==> config.mk <==
export PLATFORM = sky130hd
export DESIGN_NAME = ifu_fetch
export DESIGN_NICKNAME = d
export VERILOG_FILES = /design/src/rtl/ifu_fetch.sv
export SDC_FILE = /design/constraint.sdc
export NUM_CORES = 1
export LEC_CHECK = 0
export CORE_MARGIN = 4
export CORE_UTILIZATION = 38
export CTS_CLUSTER_SIZE = 10
export DETAILED_ROUTE_END_ITERATION = 7
export GPL_TIMING_DRIVEN = 1
export PLACE_DENSITY = 0.77
export RECOVER_POWER = 50
export SLEW_MARGIN = 5
export SYNTH_ARGS = -nofsm -noshare
export SYNTH_HDL_FRONTEND = slang
export SYNTH_SLANG_ARGS = --single-unit
==> constraint.sdc <==
create_clock -name clock -period 2.1 [get_ports clock]
set_input_delay 0.42 -clock clock [delete_from_list [all_inputs] [get_ports clock]]
set_output_delay 0.42 -clock clock [all_outputs]
set_load 0.02 [all_outputs]
==> src/rtl/ifu_fetch.sv <==
// ifu_fetch: instruction fetch stage of the npc single-issue core.
// Holds the PC and issues one word fetch at a time to instruction memory.
// It buffers the returned word and presents {pc, inst} downstream.
// Redirects retarget the PC.
// Once EBREAK has been delivered downstream, fetch stops until reset.
//
// Ports:
//   clock, reset          clock; synchronous active-high reset
//   imem_req_valid/ready  fetch request handshake
//   imem_req_addr         word-aligned fetch address (always the PC)
//   imem_rsp_valid/data   single-cycle fetch response
//   out_valid/ready       downstream handshake
//   out_pc, out_inst      presented instruction and its PC
//   redirect_valid/pc     single-cycle control-flow redirect
//   halted                EBREAK delivered, fetch stopped
//
// state  | meaning
// -------+---------------------------------------------------------
// S_REQ  | request for pc presented to memory
// S_WAIT | request accepted, waiting for the response
// S_OUT  | buffered instruction presented downstream
// S_HALT | EBREAK delivered; absorbing until reset

module ifu_fetch #(
  parameter logic [31:0] RESET_PC    = 32'h8000_0000,
  parameter logic [31:0] EBREAK_INST = 32'h0010_0073
) (
  input  logic        clock,
  input  logic        reset,
  output logic        imem_req_valid,
  input  logic        imem_req_ready,
  output logic [31:0] imem_req_addr,
  input  logic        imem_rsp_valid,
  input  logic [31:0] imem_rsp_data,
  output logic        out_valid,
  input  logic        out_ready,
  output logic [31:0] out_pc,
  output logic [31:0] out_inst,
  input  logic        redirect_valid,
  input  logic [31:0] redirect_pc,
  output logic        halted
);

  typedef enum logic [1:0] {
    S_REQ  = 2'd0,
    S_WAIT = 2'd1,
    S_OUT  = 2'd2,
    S_HALT = 2'd3
  } state_t;

  state_t      r_state;
  logic [31:0] r_pc;
  logic [31:0] r_inst_buf;
  logic        r_drop;

  logic [31:0] w_redir_pc;
  logic        w_is_ebreak;

  assign w_redir_pc  = {redirect_pc[31:2], 2'b00};
  assign w_is_ebreak = (r_inst_buf == EBREAK_INST);

  always_ff @(posedge clock) begin
    if (reset) begin
      r_state    <= S_REQ;
      r_pc       <= RESET_PC;
      r_inst_buf <= 32'd0;
      r_drop     <= 1'b0;
    end else begin
      case (r_state)
        S_REQ: begin
          // A redirect may move the address only because the request for
          // the old pc was either not accepted or will be dropped.
          if (redirect_valid)
            r_pc <= w_redir_pc;
          if (imem_req_ready) begin
            r_state <= S_WAIT;
            r_drop  <= redirect_valid;
          end
        end

        S_WAIT: begin
          if (imem_rsp_valid) begin
            // The outstanding request completes here, so no drop is
            // needed afterwards even if a redirect arrives together.
            r_drop <= 1'b0;
            if (redirect_valid) begin
              r_pc    <= w_redir_pc;
              r_state <= S_REQ;
            end else if (r_drop) begin
              r_state <= S_REQ;
            end else begin
              r_inst_buf <= imem_rsp_data;
              r_state    <= S_OUT;
            end
          end else if (redirect_valid) begin
            r_pc   <= w_redir_pc;
            r_drop <= 1'b1;
          end
        end

        S_OUT: begin
          // A delivered EBREAK wins over any coincident redirect.
          if (out_ready && w_is_ebreak) begin
            r_state <= S_HALT;
          end else if (redirect_valid) begin
            r_pc    <= w_redir_pc;
            r_state <= S_REQ;
          end else if (out_ready) begin
            r_pc    <= r_pc + 32'd4;
            r_state <= S_REQ;
          end
        end

        S_HALT: begin
          r_state <= S_HALT;
        end

        default: begin
          r_state <= S_REQ;
        end
      endcase
    end
  end

  // Outputs decode directly from the state flops (no input-to-output paths).
  assign imem_req_valid = (r_state == S_REQ);
  assign out_valid      = (r_state == S_OUT);
  assign halted         = (r_state == S_HALT);
  assign imem_req_addr  = r_pc;
  assign out_pc         = r_pc;
  assign out_inst       = r_inst_buf;

endmodule

==> key figures, run 1 <==
Run status
  • Run status: finished, violations left
  • Failing checks: negative setup slack

Layout
  • Final net count: 719
  • Ratio of cells with drive above 1 in the final layout: 16.08%
  • Area growth, synth to finish: 59.61%
  • Fin cells: 783

Global routing
  • Grt total ovfl: 0
  • First-pass GRT wire length: 20.84 mm
  • Gr usage total: 22.64%
  • Initial antenna violation count: 0
  • Pin count of the biggest net entering global routing: 34
  • Vias in the first global route: 4126

Floorplan
  • Row count: 35
  • Die area: 11430 um^2
  • IO Pins: 169
  • Starting Density: 39.67%
  • Core Area: 9371 um^2
  • Die width: 106.9 um
  • Die Ht: 106.9 um

Timing
  • Final Hold Violating Endpoints: 0
  • RSZ-0062 raised after global routing: yes
  • Worst relative slew slack: 54.54%
  • Count of final max-slew check failures: 0
  • Final setup viols: 20
  • Clk_skew: 0.01439 ns
  • Fmax: 460.0 MHz
  • Worst-Margin Slew: 0.6820 ns
  • Post-route worst setup slack: -0.07388 ns
  • Setup TNS: -0.4137 ns
  • Fin crit share: 103.5%
  • Tmin final: 2.174 ns

Yosys
  • Synth Area in Adders: 0.3366%
  • Sequential area share after synthesis: 35.01%
  • Synth Cell Area: 3717 um^2
  • Multiplexer share of the synthesized area: 0%
  • Largest family of logic cells by synthesized area: simple AND/OR/NAND/NOR gates
  • Yosys top cell area share: 35.01%
  • Number of synthesized flops with an enable pin: 0
  • Distinct cells, synth: 55
  • Biggest area consumer among synthesized cells: dfxtp_1
  • FF+latch count, synth: 65
  • XOR/XNOR Fraction of Synth Area: 0.2356%
  • Main synth FF type: dfxtp_1
  • Dominant cells by area after synthesis: dfxtp_1 (35%), nand2_1 (10%), a21oi_1 (7.0%)
  • Compound-Gate Fraction of Synth Area: 25.11%
  • Simple-gate portion of the synthesized area: 27.47%
  • Syn. warnings: 0
  • Post-Syn Area per Cell: 7.633 um^2
  • Cells after synthesis: 487
  • Asr flop ratio synth: 0%

Clock network
  • CTS tree: yes
  • H-tree depth: 3
  • CTS sink count: 65
  • Clock Latency Late Sink: 0.35 ns
  • Root buf cell: clkbuf_8
  • CTS Hold Bufs: 0
  • CTS Buffer Depth: 2
  • Clock Pin Slew Worst Setup and Hold Paths: 0.08 ns
  • CTS Buf Count: 9

Worst hold path
  • Hold Path End: out_inst[20]
  • HP Start: out_inst[20]
  • Worst hold path depth: 2
  • HP Class: reg2reg

Detailed routing
  • Via density per instance: 5.550
  • Vias after detailed routing: 4346
  • Post-DRT Antenna Nets: 0
  • Iteration-0 DRC count of the detailed router: 386
  • DR pass1 iterations: 5
  • Wirelength, routed: 13.47 mm
  • Drt wl/cell: 17.20 um
  • Number of remaining DRC errors: 0

Worst setup path
  • FF-to-FF Start: r_state[0]
  • Worst Reg-to-Reg Cells: 6
  • Critical Path RT: 2.31 ns
  • Crit path launch type: flop
  • Nature of the critical path endpoint: flop
  • Reg2reg setup slack: -0.07 ns
  • WS Path Type: reg2reg
  • Critical path fanouts, max: 11
  • Worst EP arrival: 2.39 ns
  • Reg2Reg Capture Point: imem_req_addr[2]

Placed design
  • Inst Count DP: 762
  • GPL Wtd Cong: 0.8851
  • Half-perimeter wire length after placement: 9.623 mm
  • Placement Setup Slack: -0.1713 ns
  • Port Buffer Count: 162

Power and ir drop
  • Static Leakage: 0.002261 uW
  • Pwr Density: 577.0 nW/um^2
  • VDD IR max: 0.3842 mV

Run
  • Max-cap violations: 0
## worst max-delay path: stages, from the launching register on
cell and delay [ns]:
dfxtp_2 0.32, or4_4 0.51, or4_4 0.46, o31a_1 0.29, buf_12 0.17, a31oi_2 0.21
a311oi_2 0.07
## per-stage QoR
step	instance area (um^2)	utilization, %	power [uW]	hold WS [ns]
6_report	5933	63.31	3423	0.4696
5_1_grt	5931	63.28	3547	0.4901
4_1_cts	5842	62.34	3420	0.4772
3_5_place_dp	5569	59.43	2090	0.4676
3_3_place_gp	5569	59.43	2078	0.4577
2_1_floorplan	3759	-	1730	0.4947
## cells in the final DEF (no fill, tap or decap), types with 5 or more instances in the layout
| master | count |
|---|---|
| nor2_1 | 30 |
| clkbuf_8 | 9 |
| nor3_1 | 17 |
| a22oi_1 | 9 |
| a211o_1 | 5 |
| buf_4 | 47 |
| inv_1 | 5 |
| dlygate4sd3_1 | 32 |
| dfxtp_1 | 63 |
| a21oi_1 | 49 |
| nand3_1 | 14 |
| a21oi_2 | 7 |
| clkdlybuf4s50_1 | 127 |
| nand2_1 | 102 |
| nand4_1 | 14 |
| o32ai_1 | 11 |
| nor4_1 | 7 |
| o31ai_1 | 6 |
## worst max-delay path by stage
| stage | cells past startpoint | slack [ns] | from | to |
|---|---|---|---|---|
| after floorplan | 6 | -0.01 | out_inst[8] | imem_req_addr[17] |
| after global placement | 6 | -0.13 | redirect_valid | imem_req_addr[9] |
| after detailed placement | 6 | -0.17 | redirect_valid | imem_req_addr[13] |
| after CTS | 7 | -0.04 | r_state[0] | imem_req_addr[17] |
| after global routing | 6 | -0.12 | r_state[0] | imem_req_addr[2] |
| final | 6 | -0.07 | r_state[0] | imem_req_addr[2] |
## layer usage
metal	part of all wire [%]	vias to the layer above	GRT usage [%]
met5	0	-	0
met4	2.1	0	8.767
met3	6.5	26	3.191
met2	50	206	39.52
met1	41	2037	28.10
li1	-	2077	-
## sequential cells by signal, indices dropped and copies added (netlist names)
signal	count
r_state	2
r_drop	1
imem_req_addr	30
out_inst	32
## synthesized netlist by cell type (2+ instances only)
master and number:
o32ai_1 12, a32o_1 2, and4_1 3, o31ai_2 4, o311ai_0 4, a211oi_1 5
a21oi_2 4, nor4b_1 4, nor3_1 18, a21oi_1 52, nor2_1 30, and3_1 3
a211o_1 5, nor3b_1 3, a311oi_1 3, a31oi_1 5, inv_1 5, buf_4 34
nor4_1 8, nand4_1 14, o211a_1 3, buf_6 3, o221a_2 2, o31ai_1 6
a22oi_1 9, o311ai_1 2, and2_1 3, nand3_1 15, nand2_1 102, o31a_1 4
clkbuf_1 32, dfxtp_1 65
## cell type report
type	instances	area, um^2
Inverter	5	18.77
Timing Repair Buffer	217	2081
Tap cell	129	161.4
Clock buffer	9	123.9
Fill cell	824	3438
Clock inverter	7	125.1
Sequential cell	65	1304
Antenna cell	1	2.502
Multi-Input combinational cell	350	2117
## where the power goes
part / leakage, uW / internal (uW) / switching [uW]
clock network: 0.000124 / 801 / 545
logic: 0.00160 / 373 / 356
registers: 0.000532 / 1290 / 61.2
total: 0.00226 / 2460 / 961
## timing repair
action                                  in CTS  in global routing
endpoints found under the setup margin      33                 32
resized for setup                            5                 16
pin swaps                                    3                  3
buffers inserted                             0                  3
cloned                                       1                  0
## cells by family (layout without fill, tap and decap cells)
group | after synthesis | after routing
fa+ha+maj | 1 | 1
compound gates | 129 | 129
other cells | 1 | 5
simple gates | 214 | 215
xor+xnor | 1 | 1
buf+inv | 76 | 238
flops | 65 | 65
(Power assumes the default switching activity.)
==> inputs of run 2 (changes only) <==
--- a/config.mk
+++ b/config.mk
@@ -5,7 +5,7 @@
 export SDC_FILE = /design/constraint.sdc
 export NUM_CORES = 1
 export LEC_CHECK = 0
-export CORE_MARGIN = 4
+export CORE_MARGIN = 8
 export CORE_UTILIZATION = 38
 export CTS_CLUSTER_SIZE = 10
 export DETAILED_ROUTE_END_ITERATION = 7
==> key figures, run 2 (synthesis results as in run 1) <==
Timing
  • Clk_skew: 0.01059 ns (was 0.01439 ns)
  • Tmin final: 2.139 ns (was 2.174 ns)
  • Setup TNS: -0.3124 ns (was -0.4137 ns)
  • Fin crit share: 101.9% (was 103.5%)
  • Final setup viols: 17 (was 20)
  • RSZ-0062 raised after global routing: yes (unchanged)
  • Post-route worst setup slack: -0.03931 ns (was -0.07388 ns)
  • Final Hold Violating Endpoints: 0 (unchanged)
  • Count of final max-slew check failures: 0 (unchanged)
  • Worst relative slew slack: 64.85% (was 54.54%)
  • Fmax: 467.4 MHz (was 460.0 MHz)
  • Worst-Margin Slew: 0.5272 ns (was 0.6820 ns)

Detailed routing
  • Via density per instance: 5.610 (was 5.550)
  • Vias after detailed routing: 4398 (was 4346)
  • DR pass1 iterations: 7 (was 5)
  • Number of remaining DRC errors: 0 (unchanged)
  • Drt wl/cell: 17.94 um (was 17.20 um)
  • Wirelength, routed: 14.07 mm (was 13.47 mm)
  • Post-DRT Antenna Nets: 0 (unchanged)
  • Iteration-0 DRC count of the detailed router: 435 (was 386)

Power and ir drop
  • VDD IR max: 0.3342 mV (was 0.3842 mV)
  • Pwr Density: 561.0 nW/um^2 (was 577.0 nW/um^2)
  • Static Leakage: 0.002275 uW (was 0.002261 uW)

Worst setup path
  • Critical path fanouts, max: 11 (unchanged)
  • FF-to-FF Start: r_state[0] (unchanged)
  • Reg2reg setup slack: -0.04 ns (was -0.07 ns)
  • Crit path launch type: flop (unchanged)
  • Worst Reg-to-Reg Cells: 6 (unchanged)
  • Worst EP arrival: 2.35 ns (was 2.39 ns)
  • Slowest stage cell, crit path: or4_1 (was or4_4)
  • Delay of the slowest critical-path stage: 0.51 ns (about the same)
  • Critical Path RT: 2.31 ns (about the same)
  • Reg2Reg Capture Point: imem_req_addr[8] (was imem_req_addr[2])
  • Nature of the critical path endpoint: flop (unchanged)
  • CP Cell Sequence: or4_1 > or4_4 > o31a_1 > buf_12 > a31oi_1 > a311oi_1 (was or4_4 > or4_4 > o31a_1 > buf_12 > a31oi_2 > a311oi_2)
  • WS Path Type: reg2reg (unchanged)

Worst hold path
  • Worst hold path depth: 2 (unchanged)
  • HP Start: out_inst[3] (was out_inst[20])
  • HP Class: reg2reg (unchanged)
  • Hold Path End: out_inst[3] (was out_inst[20])

Placed design
  • Inst Count DP: 767 (was 762)
  • DP Area: 5607 um^2 (was 5569 um^2)
  • GPL Wtd Cong: 0.8778 (was 0.8851)
  • Placement Setup Slack: -0.1809 ns (was -0.1713 ns)
  • Half-perimeter wire length after placement: 10.23 mm (was 9.623 mm)
  • Port Buffer Count: 162 (unchanged)

Clock network
  • Clock Latency Late Sink: 0.35 ns (about the same)
  • CTS sink count: 65 (unchanged)
  • CTS Buffer Depth: 2 (unchanged)
  • H-tree depth: 3 (unchanged)
  • Root buf cell: clkbuf_8 (unchanged)
  • Clock Pin Slew Worst Setup and Hold Paths: 0.08 ns (about the same)
  • CTS Buf Count: 9 (unchanged)
  • CTS tree: yes (unchanged)
  • CTS Hold Bufs: 0 (unchanged)

Global routing
  • First-pass GRT wire length: 21.62 mm (was 20.84 mm)
  • Vias in the first global route: 4319 (was 4126)
  • Gr usage total: 20.36% (was 22.64%)
  • Initial antenna violation count: 0 (unchanged)
  • Pin count of the biggest net entering global routing: 33 (was 34)
  • Grt total ovfl: 0 (unchanged)

Floorplan
  • IO Pins: 169 (unchanged)
  • Die area: 13200 um^2 (was 11430 um^2)
  • Row count: 36 (was 35)
  • Die Ht: 114.9 um (was 106.9 um)
  • Core Area: 9639 um^2 (was 9371 um^2)
  • Die width: 114.9 um (was 106.9 um)
  • Starting Density: 38.56% (was 39.67%)

Layout
  • Area growth, synth to finish: 59.00% (was 59.61%)
  • Fin cells: 784 (was 783)
  • Ratio of cells with drive above 1 in the final layout: 15.51% (was 16.08%)
  • Final instance area: 5911 um^2 (was 5933 um^2)
  • Commonest non-fill, non-tap cells in the layout: clkdlybuf4s50_1 (115), nand2_1 (102), dfxtp_1 (63) (was clkdlybuf4s50_1 (127), nand2_1 (102), dfxtp_1 (63))
  • Commonest non-fill, non-tap cell in the layout: clkdlybuf4s50_1 (unchanged)
  • Fin util: 61.32% (was 63.31%)
  • Max reg flops: 32 (unchanged)
  • Final net count: 717 (was 719)
  • Inserted Diodes: 0 (was 1)

Run status
  • Run status: finished, violations left (unchanged)
  • Failing checks: negative setup slack (unchanged)

Run
  • Max-cap violations: 0 (unchanged)
[run 2: metal layers]
metal	wire [um]	track usage (%)	vias up
met2	7188	36.94	225
met3	1037	3.624	36
met1	5413	22.34	2069
met5	0	0	-
met4	429	9.982	0
li1	-	-	2068
[run 2: worst max path at each step]
stage,from,endpoint,cells past startpoint
after global placement,redirect_valid,imem_req_addr[24],7
after CTS,r_state[0],imem_req_addr[17],7
final,r_state[0],imem_req_addr[8],6
after global routing,r_state[0],imem_req_addr[16],7
after floorplan,out_inst[8],imem_req_addr[17],6
after detailed placement,redirect_valid,imem_req_addr[19],6
[run 2: area by class of cell]
type,instances,area (um^2)
Fill cell,853,3729
Clock inverter,7,102.6
Clock buffer,9,123.9
Sequential cell,65,1304
Inverter,5,18.77
Timing Repair Buffer,215,2088
Tap cell,133,166.4
Multi-Input combinational cell,350,2107
[run 2: worst max-delay path, delay by kind of cell, from the launching register on]
kind	cells	cell delay, ns
buffers and inverters	1	0.17
AOI/OAI and AO/OA	3	0.54
DFF	1	0.33
and+or+nand+nor	2	0.97
[run 2: metrics by stage]
step | hold WS, ns | total power [uW]
2_1_floorplan | 0.4947 | 1730
3_3_place_gp | 0.4552 | 2083
3_5_place_dp | 0.4638 | 2097
4_1_cts | 0.4756 | 3330
5_1_grt | 0.4929 | 3435
6_report | 0.4723 | 3316
[run 2: power by group]
group	switching [uW]	internal [uW]
clock network	559	681
registers	59.0	1290
logic	361	369
[run 2: repair_timing]
item | in CTS | in global routing
pin swaps | 1 | 0
buffers inserted | 0 | 0
setup endpoints to repair | 30 | 31
cloned | 1 | 0
resized for setup | 3 | 11
